File: src/rtl/time_seek_addr.sv
// BCD mm:ss seek time to RAM playback address converter.
// Iterative: one BCD second down per clock, binary seconds up, saturating.
//
// Ports:
//   sys_clk, sys_rst_n      : clock, async active-low reset
//   seek_req, seek_time     : one-cycle request with BCD {mt,mo,st,so}
//   seek_busy               : conversion in progress
//   seek_done, seek_err     : one-cycle completion / invalid-input pulses
//   seek_clamped            : result saturated at SEC_MAX (valid with done)
//   seek_addr               : seconds << SEC_SHIFT, held between seeks
module time_seek_addr #(
  parameter int ADDR_W    = 12,
  parameter int SEC_SHIFT = 2,
  parameter int SEC_MAX   = 1023
) (
  input  logic              sys_clk,
  input  logic              sys_rst_n,
  input  logic              seek_req,
  input  logic [15:0]       seek_time,
  output logic              seek_busy,
  output logic              seek_done,
  output logic              seek_err,
  output logic              seek_clamped,
  output logic [ADDR_W-1:0] seek_addr
);

  localparam int CNT_W = ADDR_W - SEC_SHIFT;

  typedef enum logic [2:0] {
    S_IDLE,
    S_CHECK,
    S_COUNT,
    S_DONE,
    S_ERR
  } state_t;

  state_t r_state;
  state_t w_next;

  logic [15:0]       r_bcd;
  logic [15:0]       w_dec;
  logic [CNT_W-1:0]  r_cnt;
  logic [CNT_W-1:0]  w_cnt_inc;
  logic [ADDR_W-1:0] r_addr;
  logic [ADDR_W-1:0] w_addr_new;
  logic              r_clamped;
  logic              w_b0;
  logic              w_b1;
  logic              w_b2;
  logic              w_zero;
  logic              w_sat;
  logic              w_last;
  logic              w_invalid;

  // Borrow chain: each digit borrows only when all lower digits are 0.
  assign w_b0 = (r_bcd[3:0] == 4'd0);
  assign w_b1 = w_b0 && (r_bcd[7:4] == 4'd0);
  assign w_b2 = w_b1 && (r_bcd[11:8] == 4'd0);

  always_comb begin
    w_dec = r_bcd;
    w_dec[3:0] = w_b0 ? 4'd9 : r_bcd[3:0] - 4'd1;
    if (w_b0)
      w_dec[7:4] = (r_bcd[7:4] == 4'd0) ? 4'd5 : r_bcd[7:4] - 4'd1;
    if (w_b1)
      w_dec[11:8] = (r_bcd[11:8] == 4'd0) ? 4'd9 : r_bcd[11:8] - 4'd1;
    if (w_b2)
      w_dec[15:12] = r_bcd[15:12] - 4'd1;
  end

  assign w_cnt_inc  = r_cnt + CNT_W'(1);
  assign w_zero     = (w_dec == 16'h0000);
  assign w_sat      = (w_cnt_inc == CNT_W'(SEC_MAX));
  assign w_last     = w_zero || w_sat;
  assign w_addr_new = {w_cnt_inc, {SEC_SHIFT{1'b0}}};

  assign w_invalid = (r_bcd[15:12] > 4'd9) || (r_bcd[11:8] > 4'd9) ||
                     (r_bcd[7:4] > 4'd5)   || (r_bcd[3:0] > 4'd9);

  always_comb begin
    w_next = r_state;
    unique case (r_state)
      S_IDLE:  if (seek_req) w_next = S_CHECK;
      S_CHECK: begin
        if (w_invalid)             w_next = S_ERR;
        else if (r_bcd == 16'h0)   w_next = S_DONE;
        else                       w_next = S_COUNT;
      end
      S_COUNT: if (w_last) w_next = S_DONE;
      S_DONE:  w_next = S_IDLE;
      S_ERR:   w_next = S_IDLE;
      default: w_next = S_IDLE;
    endcase
  end

  always_ff @(posedge sys_clk or negedge sys_rst_n) begin
    if (!sys_rst_n) r_state <= S_IDLE;
    else            r_state <= w_next;
  end

  always_ff @(posedge sys_clk or negedge sys_rst_n) begin
    if (!sys_rst_n) begin
      r_bcd     <= '0;
      r_cnt     <= '0;
      r_addr    <= '0;
      r_clamped <= 1'b0;
    end else begin
      unique case (r_state)
        S_IDLE: begin
          if (seek_req) begin
            r_bcd     <= seek_time;
            r_cnt     <= '0;
            r_clamped <= 1'b0;
          end
        end
        S_CHECK: begin
          if (!w_invalid && r_bcd == 16'h0)
            r_addr <= '0;
        end
        S_COUNT: begin
          r_bcd <= w_dec;
          r_cnt <= w_cnt_inc;
          if (w_last) begin
            r_addr    <= w_addr_new;
            // An exact SEC_MAX seconds entry is not a saturation.
            r_clamped <= w_sat && !w_zero;
          end
        end
        default: ;
      endcase
    end
  end

  assign seek_busy    = (r_state != S_IDLE);
  assign seek_done    = (r_state == S_DONE);
  assign seek_err     = (r_state == S_ERR);
  assign seek_clamped = r_clamped;
  assign seek_addr    = r_addr;

endmodule

File: config.mk
export PLATFORM = sky130hd
export DESIGN_NAME = time_seek_addr
export DESIGN_NICKNAME = d
export VERILOG_FILES = /design/src/rtl/time_seek_addr.sv
export SDC_FILE = /design/constraint.sdc
export NUM_CORES = 1
export LEC_CHECK = 0
export CELL_PAD_IN_SITES_DETAIL_PLACEMENT = 1
export CELL_PAD_IN_SITES_GLOBAL_PLACEMENT = 2
export CORE_MARGIN = 5
export CORE_UTILIZATION = 35
export CTS_CLUSTER_DIAMETER = 80
export CTS_CLUSTER_SIZE = 16
export DETAILED_ROUTE_END_ITERATION = 8
export MAX_ROUTING_LAYER = met4
export PLACE_DENSITY_LB_ADDON = 0.1
export SLEW_MARGIN = 30
export SYNTH_ARGS = -nofsm -noshare
export SYNTH_HDL_FRONTEND = slang
export SYNTH_SLANG_ARGS = --single-unit
File: constraint.sdc
create_clock -name sys_clk -period 3.74 [get_ports sys_clk]
set_clock_uncertainty 0.15 [all_clocks]
set_input_delay 0.748 -clock sys_clk [delete_from_list [all_inputs] [get_ports sys_clk]]
set_output_delay 0.748 -clock sys_clk [all_outputs]
set_load 0.02 [all_outputs]
# After elaboration in Yosys (flattened, before gate mapping)
# Index checks and enable logic that the tools add are counted.
# totals
ff_bits	42
latch_bits	0
mem_bits_rw	0
mem_bits_ro	0
inputBits	19
out_inout_bits	16
word_cells	66
n_memories	0
# classes
n_addsub	5
multipliers	0
n_div	0
n_lt_le_gt_ge	4
n_eq_ne	8
n_shift	0
mux	21
n_bitwise	0
n_reduce_logical	23
# op_table
operator	n
$logic_not A16 Y1	2
$pmux W16 S2	1
$mux W12	2
$mux W4	6
$pmux W12 S2	1
$pmux W10 S2	1
$mux W16	1
$sub A4 B1 Y4 const B	4
$gt A4 B4 Y1 const B	3
$logic_not A4 Y1	3
$add A10 B1 Y10 const B	1
$eq A10 B10 Y1 const B	1
$mux W10	1
$mux W3	3
$pmux W3 S3	1
$eq A3 B2 Y1 const B	2
$ne A2 B2 Y1 const B	3
$reduce_and A3 Y1	2
$gt A4 B3 Y1 const B	1
$logic_and A1 B1 Y1	4
$logic_or A1 B1 Y1	4
$reduce_and A2 Y1	2
$reduce_bool A2 Y1	2
$eq A3 B1 Y1 const B	1
other kinds (6)	9

# Logic depth before layout (Yosys ltp)
# depth
depth_word	9
depth_mapped	9
mapped_depth_nobuf	8

# Worst setup path before layout
# Ideal clock, no wire load.
# synth_path
path_type	register to register
startpoint	register r_cnt[0]
endpoint	register r_addr[11] (netlist: seek_addr[11])
setup_ps	118
arrival_time_ps	1948
required_time_ps	3472
setup_slack_ps	1524
path_stages_with_launch	8
path_buffers	1
synth_period_minus_slack_ps	2216
path_cell_list	dfrtp_1 -> ha_1 -> xnor2_1 -> or3_1 -> a211o_1 -> o221a_1 -> buf_6 -> a21o_1
# synth_between
elab_chain_cells	5
word_cells_on_any_way	7
cone_classes	add/sub (1); eq/ne (2); mux (2); reduce/logical (2)
# synth_lines
element	line_no	source
start, declared	42	logic [CNT_W-1:0] r_cnt;
start signal, assigned	122	r_cnt <= w_cnt_inc;
$add A10 B1 Y10 (*)	71	assign w_cnt_inc = r_cnt + CNT_W'(1);
$eq A10 B10 Y1	73	assign w_sat = (w_cnt_inc == CNT_W'(SEC_MAX));
$logic_or A1 B1 Y1	74	assign w_last = w_zero || w_sat;
$ne A2 B2 Y1 (no source line)	--	
$reduce_and A3 Y1 (no source line)	--	
end signal, assigned	124	r_addr <= w_addr_new;
end, declared	44	logic [ADDR_W-1:0] r_addr;
# Every way passes the cells marked *; elsewhere a longest branch is shown, timed or not. The select of a mux whose other input is x is not followed.
# A chain may end at the register's enable or synchronous reset.

# Worst setup path in the final report
# layout_path
startpoint	register r_state[2]
endpoint	output seek_busy
# layout_between
elab_chain_cells	1
# layout_lines
element	line_no	source
start, declared	37	state_t r_state;
start signal, assigned	98	else r_state <= w_next;
$reduce_bool A3 Y1	134	assign seek_busy = (r_state != S_IDLE);
end, declared	20	output logic seek_busy,
# No other way between the ends.

==> results.cfg <==
[clock_network]
cts_made_buffers = 5
post_cts_buffers = 0
clock-sinks = 40
ctsHoldBuffers = 0
clk_latency_ns = 0.30
root_buffer = clkbuf_8
htree_levels = 2
cts_tree = built
clk_pin_slew_ns = 0.09
cts_resized = 0
cts_buffer_depth = 2

[layout]
layout-drive-gt1-share = 0.0949
n_antenna_cell = 0
postLayoutCoreUtil = 0.437
nNetsFinal = 318
synthToLayoutAreaGrowth_pct = 21.9

[synthesis]
netlist_instances = 262
synth.most_common_cell = nand2_1
muxShareOfSynthArea = 0.00440
ys.flop_type = dfrtp_1
syn_area_um2 = 2280
synth-async-reset-ratio = 1.00
synthTopCellsByCount = nand2_1 (55), dfrtp_1 (40), nor2_1 (25), o21ai_0 (25), nor3_1 (10)
synth_top_area_share = 0.440
ys_warn_count = 0
synth_fa_ha_area_frac = 0.0275
synth_xor_area_frac = 0.0231
post_synth.cell_area_avg_um2 = 8.69
synth_top_family_by_area = simple AND/OR/NAND/NOR gates
yosys.cell_types.count = 53
yosysTopAreaCell = dfrtp_1
synthSimpleGateAreaFrac = 0.267
yosysSeqAreaShare = 0.440
synth-edff-count = 0
yosys_register_bits = 40
synth.area.top_cells = dfrtp_1 (44%), nand2_1 (9.1%), o21ai_0 (5.5%)
synth_compound_area_frac = 0.203

[placed_design]
portBuffers = 32
globalplace.congestion = 0.785
dp_hpwl_mm = 4.56

[sta]
fin_tns_setup_ns = 0
max_freq_ghz = 0.389
worst_pin_slew_ns = 0.616
max_slew_margin = 0.586
rsz0062_at_grt = false
final.period_utilization = 0.688
hold_violations = 0
drv_slew = 0
layout_min_cycle_time_ns = 2.57
finalHoldWorstSlack_ns = 0.278
setup_violations = 0

[global_routing]
first_global_vias = 2113
grtUsageTotal = 0.165
antenna_found_initial = 0
grt.overflow.total = 0
grt_first_pass_wirelength_mm = 10.9
grt_max_degree = 41

[drt]
vias = 2063
post_drt_wl_per_cell_um = 17.1
drtIter0Drc = 159
drc = 0
dr_wl_met2_mm = 2.82
top_layer_used = met4
wl_mm = 6.37
wl_met1_mm = 3.23
dr_wl_met3_um = 240
drt-pass1-iter-count = 4
viasPerCell = 5.55
ant_nets = 0

[floorplan]
die-height_um = 90.7
std_cell_rows = 29
die_w_um = 90.7
core_um2 = 6350
io-pin-count = 35
start_util = 0.359
dieArea_um2 = 8220

[setup_path]
r2r_cells = 7
crit_path_top_delay_cell = clkdlybuf4s50_1
worst_r2r_endpoint = seek_addr[4]
r2r-start = r_cnt[0]
critPathArrivalTime_ns = 1.67
cp_cell_sequence = nor3_1 > inv_1 > clkdlybuf4s50_1
start_kind = flip-flop
critPathMaxFanout = 7
r2r_setup_slack_ns = 1.21
slowest_delay_ns = 0.54
cp-end-kind = output pin
cp.required_ns = 2.84
setup.worst_path.class = reg -> out

[min_path]
worstHoldPathType = in -> async

[power]
power.density_nw_per_um2 = 599
power.leakage_nw = 1.09
vdd_drop_max_mv = 0.364
power_mw = 1.66

[run_status]
outcome = completed

[run]
max_cap_viol_count = 0
[per-layer routing]
metal,up-vias,GRT usage
met4,0,0.0484
met5,-,-
met2,37,0.249
met3,7,0.0250
li1,999,-
met1,1020,0.228
[layout by cell type, fill, tap and decap left out, types with 2 or more instances in the layout]
cell	instances
a21o_1	2
a21oi_1	9
a221o_1	2
a22oi_1	2
and3_1	2
buf_4	4
clkbuf_8	5
clkdlybuf4s50_1	31
conb_1	2
dfrtp_1	40
ha_1	5
inv_1	5
nand2_1	55
nand3_1	9
nand4_1	3
nor2_1	25
nor3_1	10
nor4_2	2
o2111ai_1	2
o211ai_1	3
o21ai_0	25
o21ai_1	4
o221a_2	4
o22ai_1	3
o31ai_1	4
or3_1	3
or4b_1	2
xnor2_1	3
xor2_1	3
[worst max path at each step]
| stage | slack [ns] | to | startpoint | cells past startpoint |
|---|---|---|---|---|
| after floorplan | 1.52 | seek_addr[11] | r_cnt[0] | 7 |
| after global placement | 1.22 | r_cnt[2] | seek_req | 6 |
| after detailed placement | 1.18 | seek_addr[4] | r_cnt[0] | 7 |
| after CTS | 1.15 | seek_busy | r_state[2] | 3 |
| after global routing | 1.04 | seek_addr[4] | r_bcd[6] | 6 |
| final | 1.17 | seek_busy | r_state[2] | 3 |
[layout make-up]
cell class / count / area (µm²)
Clock inverter: 3 / 42.5
Timing Repair Buffer: 35 / 340
Tap cell: 77 / 96.3
Fill cell: 757 / 3570
Sequential cell: 40 / 1000
Clock buffer: 5 / 68.8
Inverter: 5 / 18.8
Multi-Input combinational cell: 207 / 1210
[critical path, delay by kind of cell (launching register included)]
| kind | cells | cell delay [ns] |
|---|---|---|
| DFF | 1 | 0.45 |
| buffers and inverters | 2 | 0.61 |
| and+or+nand+nor | 1 | 0.32 |
[state kept, by name, indices dropped and copies added, names as in the netlist]
name          count
r_bcd            16
r_cnt            10
seek_addr        10
r_state           3
seek_clamped      1
[where the power goes]
group          switching, mW  internal, mW
logic                  0.352         0.250
registers              0.164         0.534
clock network          0.167         0.198
total                  0.683         0.981
[logic make-up after synthesis]
| group | count (synthesis) |
|---|---|
| mux | 1 |
| compound gates | 69 |
| buf+inv | 16 |
| fa+ha+maj | 5 |
| simple gates | 124 |
| flops | 40 |
| other cells | 1 |
| xor+xnor | 6 |
[stage by stage]
| stage | setup slack, ns | cell area [µm²] | std cells |
|---|---|---|---|
| final | 1.17 | 2780 | 372 |
| after global routing | 1.04 | 2780 | 372 |
| after CTS | 1.15 | 2770 | 372 |
| after detailed placement | 1.18 | 2660 | 364 |
| after global placement | 1.22 | 2660 | 364 |
| after floorplan | 1.52 | 2280 | 263 |
Power figures use the tool's default switching activity.
